## src/rtl/lcd_time_writer.sv

```systemverilog
// HD44780 8-bit writer: powers up the LCD, then redraws "MC:DU" at line 1 col 0
// whenever the BCD digit set differs from the last one displayed.
module lcd_time_writer #(
    parameter int T_PWR = 750000,
    parameter int T_E   = 12,
    parameter int T_CMD = 2000,
    parameter int T_CLR = 82000
) (
    input  logic       clk,
    input  logic       reset,
    input  logic [3:0] mil,
    input  logic [3:0] cen,
    input  logic [3:0] dec,
    input  logic [3:0] uni,
    output logic [7:0] lcd_data,
    output logic       lcd_rs,
    output logic       lcd_rw,
    output logic       lcd_e,
    output logic       ready
);
    localparam int MAX_A = (T_PWR > T_CLR) ? T_PWR : T_CLR;
    localparam int MAX_B = (T_CMD > T_E) ? T_CMD : T_E;
    localparam int MAX_T = (MAX_A > MAX_B) ? MAX_A : MAX_B;
    localparam int CW    = $clog2(MAX_T + 1);

    localparam logic [CW-1:0] PWR_LAST = CW'(T_PWR - 1);
    localparam logic [CW-1:0] E_LAST   = CW'(T_E - 1);
    localparam logic [CW-1:0] CMD_LAST = CW'(T_CMD - 1);
    localparam logic [CW-1:0] CLR_LAST = CW'(T_CLR - 1);

    typedef enum logic [1:0] {PWR_WAIT, INIT, REFRESH, IDLE} state_t;
    typedef enum logic [1:0] {SETUP, E_HIGH, E_WAIT} phase_t;

    state_t        state;
    phase_t        phase;
    logic [2:0]    idx;
    logic [CW-1:0] cnt;
    logic [15:0]   snap;
    logic [15:0]   live;
    logic [CW-1:0] wait_last;

    assign live   = {mil, cen, dec, uni};
    assign lcd_rw = 1'b0;
    // Only the clear command needs the long settle time.
    assign wait_last = (lcd_data == 8'h01 && !lcd_rs) ? CLR_LAST : CMD_LAST;

    function automatic logic [7:0] to_char(input logic [3:0] d);
        return (d <= 4'd9) ? (8'h30 + {4'h0, d}) : 8'h2D;
    endfunction

    // {rs, data} for each init byte
    function automatic logic [8:0] init_byte(input logic [2:0] i);
        case (i)
            3'd0:    return 9'h038;
            3'd1:    return 9'h00C;
            3'd2:    return 9'h006;
            default: return 9'h001;
        endcase
    endfunction

    // Refresh bytes 1..5 come from the snapshot; byte 0 (0x80) is loaded on entry.
    function automatic logic [8:0] refresh_byte(input logic [2:0] i, input logic [15:0] s);
        case (i)
            3'd1:    return {1'b1, to_char(s[15:12])};
            3'd2:    return {1'b1, to_char(s[11:8])};
            3'd3:    return {1'b1, 8'h3A};
            3'd4:    return {1'b1, to_char(s[7:4])};
            default: return {1'b1, to_char(s[3:0])};
        endcase
    endfunction

    always_ff @(posedge clk or posedge reset) begin
        if (reset) begin
            state    <= PWR_WAIT;
            phase    <= SETUP;
            idx      <= '0;
            cnt      <= '0;
            snap     <= 16'h0000;
            lcd_data <= 8'h00;
            lcd_rs   <= 1'b0;
            lcd_e    <= 1'b0;
            ready    <= 1'b0;
        end else begin
            case (state)
                PWR_WAIT: begin
                    if (cnt == PWR_LAST) begin
                        state              <= INIT;
                        phase              <= SETUP;
                        idx                <= '0;
                        cnt                <= '0;
                        {lcd_rs, lcd_data} <= init_byte(3'd0);
                    end else begin
                        cnt <= cnt + 1'b1;
                    end
                end
                IDLE: begin
                    if (live != snap) begin
                        state              <= REFRESH;
                        phase              <= SETUP;
                        snap               <= live;
                        idx                <= '0;
                        {lcd_rs, lcd_data} <= 9'h080;
                        ready              <= 1'b0;
                    end
                end
                default: begin
                    case (phase)
                        SETUP: begin
                            lcd_e <= 1'b1;
                            phase <= E_HIGH;
                            cnt   <= '0;
                        end
                        E_HIGH: begin
                            if (cnt == E_LAST) begin
                                lcd_e <= 1'b0;
                                phase <= E_WAIT;
                                cnt   <= '0;
                            end else begin
                                cnt <= cnt + 1'b1;
                            end
                        end
                        default: begin
                            if (cnt != wait_last) begin
                                cnt <= cnt + 1'b1;
                            end else begin
                                cnt   <= '0;
                                phase <= SETUP;
                                if (state == INIT) begin
                                    if (idx == 3'd3) begin
                                        state              <= REFRESH;
                                        snap               <= live;
                                        idx                <= '0;
                                        {lcd_rs, lcd_data} <= 9'h080;
                                    end else begin
                                        idx                <= idx + 3'd1;
                                        {lcd_rs, lcd_data} <= init_byte(idx + 3'd1);
                                    end
                                end else if (idx == 3'd5) begin
                                    state <= IDLE;
                                    ready <= 1'b1;
                                end else begin
                                    idx                <= idx + 3'd1;
                                    {lcd_rs, lcd_data} <= refresh_byte(idx + 3'd1, snap);
                                end
                            end
                        end
                    endcase
                end
            endcase
        end
    end
endmodule

```

## config.mk

```make
export PLATFORM = sky130hd
export DESIGN_NAME = lcd_time_writer
export DESIGN_NICKNAME = d
export VERILOG_FILES = /design/src/rtl/lcd_time_writer.sv
export SDC_FILE = /design/constraint.sdc
export NUM_CORES = 1
export LEC_CHECK = 0
export ABC_CLOCK_PERIOD_IN_PS = 3710
export CAP_MARGIN = 20
export CORE_MARGIN = 2
export CORE_UTILIZATION = 40
export CTS_CLUSTER_DIAMETER = 40
export DETAILED_ROUTE_END_ITERATION = 8
export PLACE_DENSITY = 0.69
export SYNTH_ARGS = -nofsm -noshare
export SYNTH_HDL_FRONTEND = slang
export SYNTH_SLANG_ARGS = --single-unit
```

## constraint.sdc

```tcl
create_clock -name clk -period 3.71 [get_ports clk]
set_clock_uncertainty 0.15 [all_clocks]
set_input_delay 0.742 -clock clk [delete_from_list [all_inputs] [get_ports clk]]
set_output_delay 0.742 -clock clk [all_outputs]
set_load 0.005 [all_outputs]
```

==> metrics.txt, run 1 <==
Placed Cells incl. Taps=463; critical path class=reg -> reg; Die W=95.7 µm; vias in the first global route=2527; Synth Flop Type=dfrtp_1; core box area=roughly 8200 µm²; Fin Hold WS=0.355 ns; Resized Gates After CTS=0; Post-Syn Area=3370 µm²; DR pass1 iterations=4; final setup fails=0; Multi-input gate area=1900 µm²; Slew Limit Headroom=0.557; Final Cycle Share=0.825; Cells after Synth=roughly 340; I/O pin count=30; Final Hold Fails=0; most common cell after layout, fill and taps aside=dfrtp_1; RSZ-0062 raised after global routing=no; die area=roughly 9000 µm²; sequential area share after synthesis=0.394; worst reg2reg endpoint=idx[0]; CP max FO=11; hold crit path type=reg -> reg; Ys Warns=0; Max IR drop VDD=between 0.0001 and 0.00015 V; Min-Delay Endpoint=lcd_e; Critical Path Sink Type=register; clock slew at reported path FFs=0.09 ns; Final min period=3.06 ns; residual DRC count=0; reg2reg start=lcd_data[3]; Netlist cell types=56; layout cells sized above 1=0.134; static leakage=0.00168 µW; R2R cell count=7; row count=33; sequence of cells on the critical path=nor4_1 -> nand4_1 -> a2111oi_4 -> nor3_1 -> nor3b_2 -> buf_4 -> mux2_2; I/O Buffers=27; final-layout fill cell count=a little over 800; maximum clock frequency=327 MHz; Die H=95.7 µm; Seq cells post-synth=53; Overall Global Routing Usage=0.178; FF-to-FF setup slack=0.65 ns; Setup TNS Final=0 ns; Post-CTS Setup Bufs=0; Hold Crit Start=phase[0]; Crit path required time=3.76 ns; most frequent cells in the layout=53 x dfrtp_1, 30 x nor2_1, 30 x nand2_1; PnR Total Power=about 930 µW; pin count of the biggest net entering global routing=38; initial antenna violation count=0; Final ANT Viol Nets=0; CTS buffer count=5; Setup WS post-layout=0.649 ns; Startpoint Class=register; Seq. cell area=around 1300 µm²; GP Congestion=0.875; # H-tree levels=2; CTS tree=built; Clk Latency, worst-skew pair=0.30 ns; DP Wirelength=5.53 mm; Clock Path Buffers=2; crit path DAT=3.11 ns; final WL=7.35 mm; total clock sinks=53; Ant. Diodes=0; Layout area overhead=13.8%; Final Non-Filler Cells=471; outcome=completed; EDFF count, synth=0; DRT iter0 DRCs=116; vias=roughly 2600; max_cap viols=0; CP max stage delay=0.60 ns; cts hold-fix bufs=0; root buffer selected by CTS=clkbuf_8; drt wl/cell=about 16 µm; routed vias/inst=5.45; power per cell area=about 240 nW/µm²; ys async rst share=1.00; worst-margin pin slew=0.659 ns; Slowest-stage cell, CP=nor4_1; first-pass GRT wire length=12.8 mm; Post-layout nets=between 300 and 400; Worst Hold Depth=1; GRT overflow=0; dpl ws=0.521 ns; initial core utilization=0.412; Final Max Tran Viols=0; Mapped Avg Cell Area=10.0 µm²
==> where the power goes <==
part	internal, µW	switching (µW)	total (µW)	leakage (µW)
combinational	22.7	21.5	44.2	0.000937
sequential	577	0	577	0.000700
clock	135	179	314	0.0000395
==> critical path: cells and delay by family, from the launching register on <==
family,cells,cell delay (ns)
and+or+nand+nor,4,1.28
AOI/OAI and AO/OA,1,0.50
buffers and inverters,1,0.25
DFF,1,0.42
muxes,1,0.35
==> cell usage after synthesis, drive strengths merged, types with 2 or more instances <==
master / instances / area, µm²
nor3: 7 / 35.0
a21oi: 9 / 45.0
dfrtp: 53 / 1330
o31ai: 4 / 43.8
nor3b: 2 / 25.0
or4: 3 / 26.3
nor2: 30 / 113
nand4: 9 / 56.3
nand2: 32 / 130
nand2b: 4 / 25.0
nor4: 6 / 37.5
a21boi: 3 / 33.8
mux2i: 3 / 30.0
o311ai: 2 / 25.0
a2111oi: 2 / 36.3
xnor2: 20 / 175
nand3: 10 / 50.1
clkbuf: 4 / 15.0
o21a: 4 / 30.0
xor2: 9 / 78.8
o32ai: 2 / 17.5
a2111o: 2 / 22.5
o22ai: 6 / 37.5
or3: 2 / 12.5
o21ai: 11 / 55.1
and3: 3 / 18.8
a221oi: 4 / 35.0
and2: 3 / 18.8
buf: 7 / 52.5
a31oi: 5 / 31.3
inv: 19 / 71.3
ha: 14 / 175
o211ai: 2 / 15.0
mux2: 27 / 372
==> how the worst max path moves through the flow <==
stage,startpoint,to,cells after the start
final,lcd_data[3],idx[0],7
after global routing,lcd_data[3],idx[0],7
after CTS,lcd_data[2],idx[0],7
after detailed placement,cen[0],snap[2],8
after global placement,uni[2],snap[4],8
after floorplan,cen[2],snap[0],7
==> registers in the layout, summed over array words and instances, names as in the netlist <==
signal / cells
lcd_rs: 1
snap: 16
state: 2
lcd_e: 1
cnt: 20
phase: 2
lcd_data: 7
ready: 1
idx: 3
==> cells by family (layout without fill, tap and decap cells) <==
family | Yosys count | count (layout) | synth area share
and+or+nand+nor | 116 | 116 | 0.174
AOI/OAI and AO/OA | 62 | 62 | 0.143
DFF | 53 | 53 | 0.394
muxes | 30 | 30 | 0.119
buffers and inverters | 30 | 60 | 0.0413
xor gates and xnor gates | 29 | 29 | 0.0755
adders and majority gates | 14 | 14 | 0.0520
other | 1 | 2 | 0.00111
==> layer usage <==
metal  routed length (µm)  up-vias  share of wire  global-route usage
li1                     -     1257              -                   -
met1                 3690     1247           0.50               0.273
met2                 3290       57           0.45               0.262
met3                  291        6          0.040              0.0251
met4                   81        0          0.011              0.0452
met5                    0        -              0                   0
==> metrics by stage <==
stage                     area, µm²  utilization
after detailed placement       3750        0.459
after global placement         3750        0.459
after global routing           3830        0.468
after floorplan                3370            -
after CTS                      3830        0.468
final                          3830        0.468
==> final cells by class <==
class / count / area share
clock buffer: 8 / 0.0209
inverter: 19 / 0.0186
multi-input combinational: 253 / 0.497
sequential: 53 / 0.346
tap: 105 / 0.0343
timing repair buffer: 33 / 0.0824
(Power assumes the default switching activity.)
==> run 2: changes to the inputs <==
--- a/config.mk
+++ b/config.mk
@@ -5,13 +5,13 @@
 export SDC_FILE = /design/constraint.sdc
 export NUM_CORES = 1
 export LEC_CHECK = 0
-export ABC_CLOCK_PERIOD_IN_PS = 3710
+export ABC_CLOCK_PERIOD_IN_PS = 2720
 export CAP_MARGIN = 20
 export CORE_MARGIN = 2
 export CORE_UTILIZATION = 40
 export CTS_CLUSTER_DIAMETER = 40
 export DETAILED_ROUTE_END_ITERATION = 8
-export PLACE_DENSITY = 0.69
+export PLACE_DENSITY = 0.71
 export SYNTH_ARGS = -nofsm -noshare
 export SYNTH_HDL_FRONTEND = slang
 export SYNTH_SLANG_ARGS = --single-unit
==> constraint.sdc (replaced) <==
create_clock -name clk -period 2.72 [get_ports clk]
set_clock_uncertainty 0.15 [all_clocks]
set_input_delay 0.544 -clock clk [delete_from_list [all_inputs] [get_ports clk]]
set_output_delay 0.544 -clock clk [all_outputs]
set_load 0.005 [all_outputs]
==> metrics.txt, run 2 (synthesized netlist as in run 1, its figures left out) <==
worst-margin pin slew=0.485 ns (-0.174 ns); maximum clock frequency=380 MHz (+16%); crit path DAT=2.69 ns (-0.42 ns); vias=2705 (+5.4%); Max IR drop VDD=0.000199 V (+69%); Crit path required time=2.78 ns (-0.98 ns); initial core utilization=0.412 (unchanged); worst reg2reg endpoint=snap[10]; pin count of the biggest net entering global routing=54 (+42%); Ant. Diodes=0 (unchanged); DP Wirelength=5.56 mm (+0.44%); critical path class=reg -> reg; power per cell area=346 nW/µm² (+42%); dpl ws=-0.158 ns (-0.679 ns); final setup fails=0 (unchanged); I/O pin count=30 (unchanged); Crit. Startpoint=lcd_data[0]; static leakage=0.00182 µW (+8.4%); drt wl/cell=14.9 µm (-4.5%); CTS buffer count=5 (unchanged); WP buf/inv=2 (+1); Worst Hold Depth=1 (unchanged); clock slew at reported path FFs=0.10 ns (about the same); biggest regs=cnt x20, snap x16, lcd_data x7; final WL=7.34 mm (about the same); combinational share of power=0.044 (-0.003); reg2reg start=lcd_data[0]; outcome=completed; Slowest-stage cell, CP=a2111o_1; Hold Crit Start=phase[0]; Layout area overhead=21.3%; CTS tree=built; vias in the first global route=2610 (+3.3%); I/O Buffers=27 (unchanged); Die H=95.7 µm (unchanged); sequence of cells on the critical path=nor4b_4 -> buf_4 -> a2111o_1 -> a2111oi_4 -> buf_4 -> a41o_2 -> nand2_8 -> mux2_4; Final Non-Filler Cells=493 (+4.7%); first-pass GRT wire length=12.4 mm (-3.0%); Final Cycle Share=0.967 (+0.142); Overall Global Routing Usage=0.171 (-0.00682); layout cells sized above 1=0.196 (+0.0620); initial antenna violation count=0 (unchanged); FF-to-FF setup slack=0.09 ns (-0.56 ns); cts hold-fix bufs=0 (unchanged); row count=33 (unchanged); sw frac=0.206 (-0.00846); most frequent cells in the layout=53 x dfrtp_1, 30 x nor2_1, 30 x nand2_1; DRT iter0 DRCs=196 (+69%); CP max FO=16 (+5); Final ANT Viol Nets=0 (unchanged); Seq pwr share=0.558 (-0.059); Startpoint Class=register; core box area=8180 µm² (unchanged); total clock sinks=53 (unchanged); Final Hold Fails=0 (unchanged); # H-tree levels=2 (unchanged); Final min period=2.63 ns (-0.429 ns); Setup WS post-layout=0.0887 ns (-0.561 ns); routed vias/inst=5.49 (+0.67%); sw power=291 µW (+45%); GRT overflow=0 (unchanged); Post-layout nets=419 (+5.5%); GP Congestion=0.901 (+3.0%); CP most frequent cell=buf_4; PnR Total Power=1410 µW (+51%); Placed Cells incl. Taps=485 (+4.8%); most flop-heavy register=cnt; Pint=1120 µW (+53%); DR pass1 iterations=4 (unchanged); R2R cell count=8 (+1); Die W=95.7 µm (unchanged); hold crit path type=reg -> reg; residual DRC count=0 (unchanged); Clock Path Buffers=2 (unchanged); Clk Latency, worst-skew pair=0.31 ns (about the same); most common cell after layout, fill and taps aside=dfrtp_1; CP max stage delay=0.44 ns (-0.16 ns); Critical Path Sink Type=register; CP top delay family=compound AO/OA/AOI/OAI gates; root buffer selected by CTS=clkbuf_8; max_cap viols=0 (unchanged); Final Max Tran Viols=0 (unchanged); max FFs per register=20 (unchanged); die area=9160 µm² (unchanged); RSZ-0062 raised after global routing=yes; Min-Delay Endpoint=lcd_e; Slew Limit Headroom=0.668 (+0.112); clock share of power=0.398 (+0.063)
-- run 2: worst register-to-register path, stage by stage, from the launching register on --
cell and delay (ns):
dfrtp_1 0.39, nor4b_4 0.13, buf_4 0.14, a2111o_1 0.44, a2111oi_4 0.35, buf_4 0.19, a41o_2 0.25, nand2_8 0.13
mux2_4 0.35
-- run 2: power by group through the flow --
| stage | registers (µW) | clock network [µW] | logic [µW] |
|---|---|---|---|
| finish | 787 | 562 | 62.4 |
| global route | 787 | 612 | 70.1 |
| CTS | 787 | 576 | 64.7 |
| detailed placement | 803 | 0 | 64.5 |
| global placement | 803 | 0 | 63.9 |
| floorplan | 803 | 0 | 26.0 |
-- run 2: worst max-delay path by stage --
stage             endpoint  slack, ns  cells after the start
2_1_floorplan  lcd_data[0]       0.17                      7
3_3_place_gp       snap[4]      -0.17                      8
3_5_place_dp       snap[6]      -0.16                      8
4_1_cts           snap[10]       0.04                      8
5_1_grt           snap[10]    -0.0006                      8
6_report          snap[10]       0.09                      8
-- run 2: routing by layer --
metal / track usage / vias up / part of all wire
li1: - / 1311 / -
met1: 0.247 / 1323 / 0.50
met2: 0.263 / 58 / 0.45
met3: 0.0282 / 13 / 0.037
met4: 0.0500 / 0 / 0.016
met5: 0 / - / 0
-- run 2: metrics by stage --
| step | utilization | instance area (µm²) | hold WS (ns) | setup TNS (ns) |
|---|---|---|---|---|
| global placement | 0.480 | 3930 | 0.335 | -4.02 |
| detailed placement | 0.480 | 3930 | 0.348 | -3.37 |
| global route | 0.499 | 4080 | 0.397 | -0.000636 |
| CTS | 0.497 | 4060 | 0.361 | 0 |
| floorplan | - | 3370 | 0.307 | 0 |
| finish | 0.499 | 4080 | 0.362 | 0 |
-- run 2: area by class of cell --
class	count	area, µm²
timing repair buffer	55	497
fill	741	4090
multi-input combinational	253	1940
tap	105	131
inverter	19	71.3
clock inverter	1	30.0
clock buffer	7	86.3
sequential	53	1330
-- run 2: timing repair --
action                                  4_1_cts  5_1_grt
endpoints found under the setup margin       17       21
pin swaps                                     1        0
resized for setup                             3        3
setup buffers                                 0        0
gates cloned                                  0        0
